$ cat config.mk
export PLATFORM = sky130hd
export DESIGN_NAME = kbd_console_mcu
export DESIGN_NICKNAME = d
export VERILOG_FILES = /design/src/rtl/kbd_console_mcu.sv
export SDC_FILE = /design/constraint.sdc
export NUM_CORES = 1
export LEC_CHECK = 0
export CORE_MARGIN = 1.5
export CORE_UTILIZATION = 41
export CTS_CLUSTER_SIZE = 10
export DETAILED_ROUTE_END_ITERATION = 8
export HOLD_SLACK_MARGIN = 0.15
export PLACE_DENSITY = 0.79
export SYNTH_ARGS = -nofsm -noshare
export SYNTH_HDL_FRONTEND = slang
export SYNTH_SLANG_ARGS = --single-unit
$ cat constraint.sdc
create_clock -name clk -period 8 [get_ports clk]
set_input_delay 1.6 -clock clk [delete_from_list [all_inputs] [get_ports clk]]
set_output_delay 1.6 -clock clk [all_outputs]
set_load 0.02 [all_outputs]
$ cat src/rtl/kbd_console_mcu.sv
`default_nettype none
// ============================================================================
// Module      : kbd_console_mcu
// Description : Polls the keyboard port over the shared memory bus, buffers
//               key codes in a small FIFO and writes them as console
//               characters (printable, newline, backspace) into VGA character
//               memory at a tracked cursor, with row/screen wrap-around.
//               Optional macro KBD_CONSOLE_CLEAR_EN: after reset, fill every
//               character cell with a space before echoing keys.
// Revision    : 1.0 - initial release
// ============================================================================
module kbd_console_mcu #(
  parameter int                 WORD_W     = 32,
  parameter logic [WORD_W-1:0]  KBD_ADDR   = 32'h0000_1000,
  parameter logic [WORD_W-1:0]  VGA_BASE   = 32'h0000_2000,
  parameter int                 COLS       = 80,
  parameter int                 ROWS       = 30,
  parameter int                 FIFO_DEPTH = 4
) (
  input  logic                          clk,
  input  logic                          rst,
  input  logic [WORD_W-1:0]             r_data,
  input  logic                          r_ready,
  input  logic                          w_ready,
  output logic                          r_enable,
  output logic [WORD_W-1:0]             r_addr,
  output logic [2:0]                    r_mode,
  output logic                          w_enable,
  output logic [WORD_W-1:0]             w_addr,
  output logic [WORD_W-1:0]             w_data,
  output logic [2:0]                    w_mode,
  output logic [$clog2(ROWS)-1:0]       cursor_row,
  output logic [$clog2(COLS)-1:0]       cursor_col,
  output logic [$clog2(FIFO_DEPTH):0]   fifo_level
);

  localparam int ROW_W = $clog2(ROWS);
  localparam int COL_W = $clog2(COLS);
  localparam int PTR_W = $clog2(FIFO_DEPTH);
  localparam int LVL_W = PTR_W + 1;

  localparam logic [ROW_W-1:0] C_LAST_ROW = ROW_W'(ROWS - 1);
  localparam logic [COL_W-1:0] C_LAST_COL = COL_W'(COLS - 1);
  localparam logic [LVL_W-1:0] C_FULL     = LVL_W'(FIFO_DEPTH);
  localparam logic [7:0]       C_NL       = 8'h0A;
  localparam logic [7:0]       C_BS       = 8'h08;
  localparam logic [7:0]       C_SP       = 8'h20;

  typedef enum logic [0:0] {R_IDLE, R_REQ} rd_state_t;
  typedef enum logic [1:0] {W_IDLE, W_DEC, W_REQ, W_CLR} wr_state_t;

  rd_state_t         r_rd_state, w_rd_state_nx;
  wr_state_t         r_wr_state, w_wr_state_nx;
  logic              w_r_enable_nx, w_push, w_pop;
  logic [7:0]        r_fifo_mem [FIFO_DEPTH];
  logic [PTR_W-1:0]  r_wr_ptr, r_rd_ptr;
  logic [7:0]        r_code, w_code_nx;
  logic              r_is_print, w_is_print_nx;
  logic              w_w_enable_nx;
  logic [WORD_W-1:0] w_w_addr_nx, w_w_data_nx;
  logic [ROW_W-1:0]  w_row_nx;
  logic [COL_W-1:0]  w_col_nx;
`ifdef KBD_CONSOLE_CLEAR_EN
  logic              r_clearing, w_clearing_nx;
  logic [WORD_W-1:0] r_clr_idx, w_clr_idx_nx;
`endif

  // Only the low byte of a keyboard read carries a key code
  logic w_unused_ok;
  assign w_unused_ok = &{1'b0, r_data[WORD_W-1:8]};

  assign r_mode = 3'b010;
  assign w_mode = 3'b000;

  function automatic logic [WORD_W-1:0] cell_addr(input logic [ROW_W-1:0] row,
                                                  input logic [COL_W-1:0] col);
    cell_addr = VGA_BASE + (WORD_W'(row) * WORD_W'(COLS)) + WORD_W'(col);
  endfunction

  // Read FSM next state: request only when there is room, one idle cycle between reads
  always_comb begin
    w_rd_state_nx = r_rd_state;
    w_r_enable_nx = r_enable;
    w_push        = 1'b0;
    case (r_rd_state)
      R_IDLE: if (fifo_level != C_FULL) begin
        w_rd_state_nx = R_REQ;
        w_r_enable_nx = 1'b1;
      end
      R_REQ: if (r_ready) begin
        w_push        = (r_data[7:0] != 8'h00);
        w_rd_state_nx = R_IDLE;
        w_r_enable_nx = 1'b0;
      end
    endcase
  end

  // Read FSM state and bus outputs
  always_ff @(posedge clk) begin
    if (!rst) begin
      r_rd_state <= R_IDLE;
      r_enable   <= 1'b0;
      r_addr     <= KBD_ADDR;
    end else begin
      r_rd_state <= w_rd_state_nx;
      r_enable   <= w_r_enable_nx;
      r_addr     <= KBD_ADDR;
    end
  end

  // FIFO storage; contents need no reset since level gates every read
  always_ff @(posedge clk) begin
    if (w_push) r_fifo_mem[r_wr_ptr] <= r_data[7:0];
  end

  // FIFO pointers and level; simultaneous push and pop leaves level unchanged
  always_ff @(posedge clk) begin
    if (!rst) begin
      r_wr_ptr   <= '0;
      r_rd_ptr   <= '0;
      fifo_level <= '0;
    end else begin
      if (w_push) r_wr_ptr <= r_wr_ptr + 1'b1;
      if (w_pop)  r_rd_ptr <= r_rd_ptr + 1'b1;
      case ({w_push, w_pop})
        2'b10:   fifo_level <= fifo_level + 1'b1;
        2'b01:   fifo_level <= fifo_level - 1'b1;
        default: fifo_level <= fifo_level;
      endcase
    end
  end

  // Write FSM next state: pop, classify, then hold the bus write until accepted
  always_comb begin
    w_wr_state_nx = r_wr_state;
    w_w_enable_nx = w_enable;
    w_w_addr_nx   = w_addr;
    w_w_data_nx   = w_data;
    w_row_nx      = cursor_row;
    w_col_nx      = cursor_col;
    w_code_nx     = r_code;
    w_is_print_nx = r_is_print;
    w_pop         = 1'b0;
`ifdef KBD_CONSOLE_CLEAR_EN
    w_clearing_nx = r_clearing;
    w_clr_idx_nx  = r_clr_idx;
`endif
    case (r_wr_state)
      W_IDLE: if (fifo_level != '0) begin
        w_pop         = 1'b1;
        w_code_nx     = r_fifo_mem[r_rd_ptr];
        w_wr_state_nx = W_DEC;
      end
      W_DEC: begin
        w_wr_state_nx = W_IDLE;
        w_is_print_nx = 1'b0;
        if (r_code == C_NL) begin
          w_col_nx = '0;
          w_row_nx = (cursor_row == C_LAST_ROW) ? '0 : cursor_row + 1'b1;
        end else if (r_code == C_BS) begin
          if (cursor_row != '0 || cursor_col != '0) begin
            if (cursor_col == '0) begin
              w_col_nx = C_LAST_COL;
              w_row_nx = cursor_row - 1'b1;
            end else begin
              w_col_nx = cursor_col - 1'b1;
            end
            w_w_addr_nx   = cell_addr(w_row_nx, w_col_nx);
            w_w_data_nx   = {{(WORD_W-8){1'b0}}, C_SP};
            w_w_enable_nx = 1'b1;
            w_wr_state_nx = W_REQ;
          end
        end else begin
          w_w_addr_nx   = cell_addr(cursor_row, cursor_col);
          w_w_data_nx   = {{(WORD_W-8){1'b0}}, r_code};
          w_w_enable_nx = 1'b1;
          w_is_print_nx = 1'b1;
          w_wr_state_nx = W_REQ;
        end
      end
      W_REQ: if (w_ready) begin
        w_w_enable_nx = 1'b0;
        w_is_print_nx = 1'b0;
        w_wr_state_nx = W_IDLE;
        // Printable characters advance the cursor only once the write lands
        if (r_is_print) begin
          if (cursor_col == C_LAST_COL) begin
            w_col_nx = '0;
            w_row_nx = (cursor_row == C_LAST_ROW) ? '0 : cursor_row + 1'b1;
          end else begin
            w_col_nx = cursor_col + 1'b1;
          end
        end
`ifdef KBD_CONSOLE_CLEAR_EN
        if (r_clearing) begin
          if (r_clr_idx == WORD_W'(ROWS * COLS - 1)) begin
            w_clearing_nx = 1'b0;
          end else begin
            w_clr_idx_nx  = r_clr_idx + 1'b1;
            w_wr_state_nx = W_CLR;
          end
        end
`endif
      end
`ifdef KBD_CONSOLE_CLEAR_EN
      W_CLR: begin
        w_w_addr_nx   = VGA_BASE + r_clr_idx;
        w_w_data_nx   = {{(WORD_W-8){1'b0}}, C_SP};
        w_w_enable_nx = 1'b1;
        w_wr_state_nx = W_REQ;
      end
`endif
      default: w_wr_state_nx = W_IDLE;
    endcase
  end

  // Write FSM state, cursor and bus outputs
  always_ff @(posedge clk) begin
    if (!rst) begin
`ifdef KBD_CONSOLE_CLEAR_EN
      r_wr_state <= W_CLR;
      r_clearing <= 1'b1;
      r_clr_idx  <= '0;
`else
      r_wr_state <= W_IDLE;
`endif
      w_enable   <= 1'b0;
      w_addr     <= VGA_BASE;
      w_data     <= '0;
      cursor_row <= '0;
      cursor_col <= '0;
      r_code     <= '0;
      r_is_print <= 1'b0;
    end else begin
`ifdef KBD_CONSOLE_CLEAR_EN
      r_clearing <= w_clearing_nx;
      r_clr_idx  <= w_clr_idx_nx;
`endif
      r_wr_state <= w_wr_state_nx;
      w_enable   <= w_w_enable_nx;
      w_addr     <= w_w_addr_nx;
      w_data     <= w_w_data_nx;
      cursor_row <= w_row_nx;
      cursor_col <= w_col_nx;
      r_code     <= w_code_nx;
      r_is_print <= w_is_print_nx;
    end
  end

endmodule
`default_nettype wire

==> results_dict.tcl <==
set metrics [dict create \
    synth_edf_count 32 \
    synth_top_area_share_pct 19.9 \
    grt_first_pass_wirelength_um 17100 \
    rows 41 \
    htreeDepth 3 \
    place_hpwl_um 7560 \
    postCtsSetupRepairBufs 0 \
    end_kind "flip-flop" \
    reg2reg_to "w_addr[10]" \
    worst-path-max-fanout 9 \
    synth.area.top_cells "dfxtp_1, edfxtp_1, buf_4" \
    crit_required_ns 8.29 \
    tightest_slew_ns 0.979 \
    hold_depth 2 \
    fin_crit_ns 4.29 \
    viasPerCell 4.86 \
    clock_latency_ns 0.36 \
    worst_ep_arrival_time_ns 4.58 \
    drcViolationCount 0 \
    dieArea_um2 13900 \
    fmax_mhz 233 \
    slew_viol_final 0 \
    cts_tree "built" \
    cts-root-buf "clkbuf_16" \
    ys_warn_count 0 \
    hold_viol_final 0 \
    reg2reg_from "cursor_col[0]" \
    cts_resized 0 \
    critical_path.max_stage_delay_ns 0.54 \
    die_h_um 118 \
    hold_ws_ns 0.463 \
    r2r_slack_ns 3.71 \
    setup.worst_path.start "cursor_col[0]" \
    dr.pass1.iters 5 \
    grt_max_degree 56 \
    post-route-period-util_pct 53.6 \
    initial_utilization_pct 42.5 \
    synth-seq-cells 86 \
    worstHoldPathType "flip-flop to flip-flop" \
    seq_area_frac_synth_pct 37.6 \
    n_antenna_cell 0 \
    relSlewSlack_pct 34.7 \
    clockBufferDepth 2 \
    drtIter0Drc 254 \
    crit_buf_inv 1 \
    grt_overflow 0 \
    core_area_um2 12800 \
    critPathSlowestCell "or4b_4" \
    grt_usage_pct 15.5 \
    avgSynthCellArea_um2 9.36 \
    path_cells "inv_1 > ha_1 > or4b_4 > nor3_4 > nand2_2 > or3_4 > xor2_2 > xnor2_1 > fa_1 > xor2_1 > nand2_1 > nor2_1 > xor3_1 > o211ai_2 > o211a_1" \
    antenna_left 0 \
    cts_hold_buf 0 \
    final_common_cell "conb_1" \
    setup_viol 0 \
    vias 3848 \
    grt_setup_unrepaired "no" \
    maxCapViolations 0 \
    yosysUniqueCellTypes 64 \
    tns_ns 0 \
    syn_inst 580 \
    cts_buffers 9 \
    grt_pass1_vias 3386 \
    areaGrowthSynthToFinish_pct 11.1 \
    critPathKind "flip-flop to flip-flop" \
    cp_top_family "simple AND/OR/NAND/NOR gates" \
    io_buffer_count 49 \
    skew_ns 0.00754 \
    outcome "finished, final reports clean" \
    ys.flop_type "dfxtp_1" \
    worstRegToRegCells 15 \
    antenna_found_initial 0 \
    ys_async_sr_fraction_pct 0 \
    cp-start-kind "flip-flop" \
    io_pins 155 \
    nNetsFinal 683 \
    critPathCapture "w_addr[10]" \
    drive_above_1_share_pct 6.13 \
    numClockSinks 86 \
    wl_per_cell_um 13.4 \
    synthesis.area_um2 5430 \
    routed_wl_um 10600 \
    fp.dieW_um 118 \
    synth_largest_area_cell "dfxtp_1" \
    mostFrequentLayoutCells "conb_1, nand2_1, dfxtp_1, clkdlybuf4s50_1, edfxtp_1" \
    crit_cells 15 \
    place.gp.congestion 0.834 \
    clkTransAtPathRegs_ns 0.06 \
]
-- metal layers --
metal	global-route usage [%]	up-vias	routed length, µm
met5	0	-	0
met4	7.01	0	206
met3	4.26	14	630
met2	23.5	122	4860
met1	20.5	1782	4880
li1	-	1930	-
-- Yosys cell counts, drive strengths merged, types with 2 or more instances --
cell / instances
a31oi: 4
a311oi: 2
clkbuf: 19
xnor2: 13
o21a: 2
edfxtp: 32
nor2b: 13
conb: 2
and2: 10
fa: 5
xor2: 12
o211ai: 7
or3: 7
and3: 2
buf: 87
nor4: 3
ha: 27
nor2: 31
nand2b: 3
nand2: 75
or4b: 2
nor4b: 2
nand4: 2
a22oi: 4
o211a: 9
o311ai: 4
mux4: 8
nand3: 14
a21oi: 23
a21boi: 24
nor3: 5
o21ai: 27
inv: 24
a21o: 2
dfxtp: 54
nor3b: 3
o221a: 3
-- how the worst min path moves through the flow --
stage / endpoint / start / slack (ns)
2_1_floorplan: w_data[0] / r_code[0] / 0.45
3_3_place_gp: w_data[2] / w_data[2] / 0.45
3_5_place_dp: w_addr[12] / w_addr[12] / 0.46
4_1_cts: w_addr[12] / w_addr[12] / 0.46
5_1_grt: w_data[2] / w_data[2] / 0.49
6_report: w_data[2] / w_data[2] / 0.46
-- metrics by stage --
stage / cell area [µm²] / std cells / util (%) / setup WS, ns
after floorplan: 5720 / 659 / - / 4.16
after global placement: 5730 / 776 / 44.8 / 3.82
after detailed placement: 5730 / 776 / 44.8 / 3.72
after CTS: 6030 / 792 / 47.2 / 3.74
after global routing: 6030 / 792 / 47.2 / 3.42
final: 6030 / 792 / 47.2 / 3.71
-- cell families (layout without fill, tap and decap cells) --
| group | count (synthesis) | count (layout) | share of synthesized area [%] |
|---|---|---|---|
| other | 2 | 81 | 0.138 |
| and+or+nand+nor | 177 | 177 | 16.1 |
| buffers and inverters | 130 | 91 | 14.9 |
| DFF | 86 | 86 | 37.6 |
| adders and majority gates | 32 | 32 | 8.07 |
| muxes | 9 | 9 | 3.50 |
| AOI/OAI and AO/OA | 118 | 118 | 15.0 |
| xor gates and xnor gates | 26 | 26 | 4.61 |
-- flip-flops by register name (all words and copies together), names as in the netlist --
signal	count
cursor_col	7
cursor_row	5
fifo_level	3
r_code	8
r_enable	1
r_fifo_mem	32
r_is_print	1
r_rd_ptr	2
r_rd_state	1
r_wr_ptr	2
r_wr_state	2
w_addr	13
w_data	8
w_enable	1
-- worst reg2reg max path, stage by stage (launching register included) --
cell	delay [ns]
dfxtp_1	0.40
inv_1	0.09
ha_1	0.24
or4b_4	0.54
nor3_4	0.31
nand2_2	0.11
or3_4	0.34
xor2_2	0.34
xnor2_1	0.18
fa_1	0.48
xor2_1	0.23
nand2_1	0.14
nor2_1	0.15
xor3_1	0.34
o211ai_2	0.17
o211a_1	0.17
-- layout make-up --
cell class | instances | area, µm²
clock buffers | 10 | 229
clock inverters | 6 | 75.1
fillers | 1231 | 6740
inverters | 24 | 90.1
multi-input cells | 443 | 2870
flip-flops and latches | 86 | 2040
well taps | 172 | 215
repair buffers | 51 | 505
Power is not shown: default switching activity piles up to over one toggle a cycle in this logic, so the estimate is an artifact.
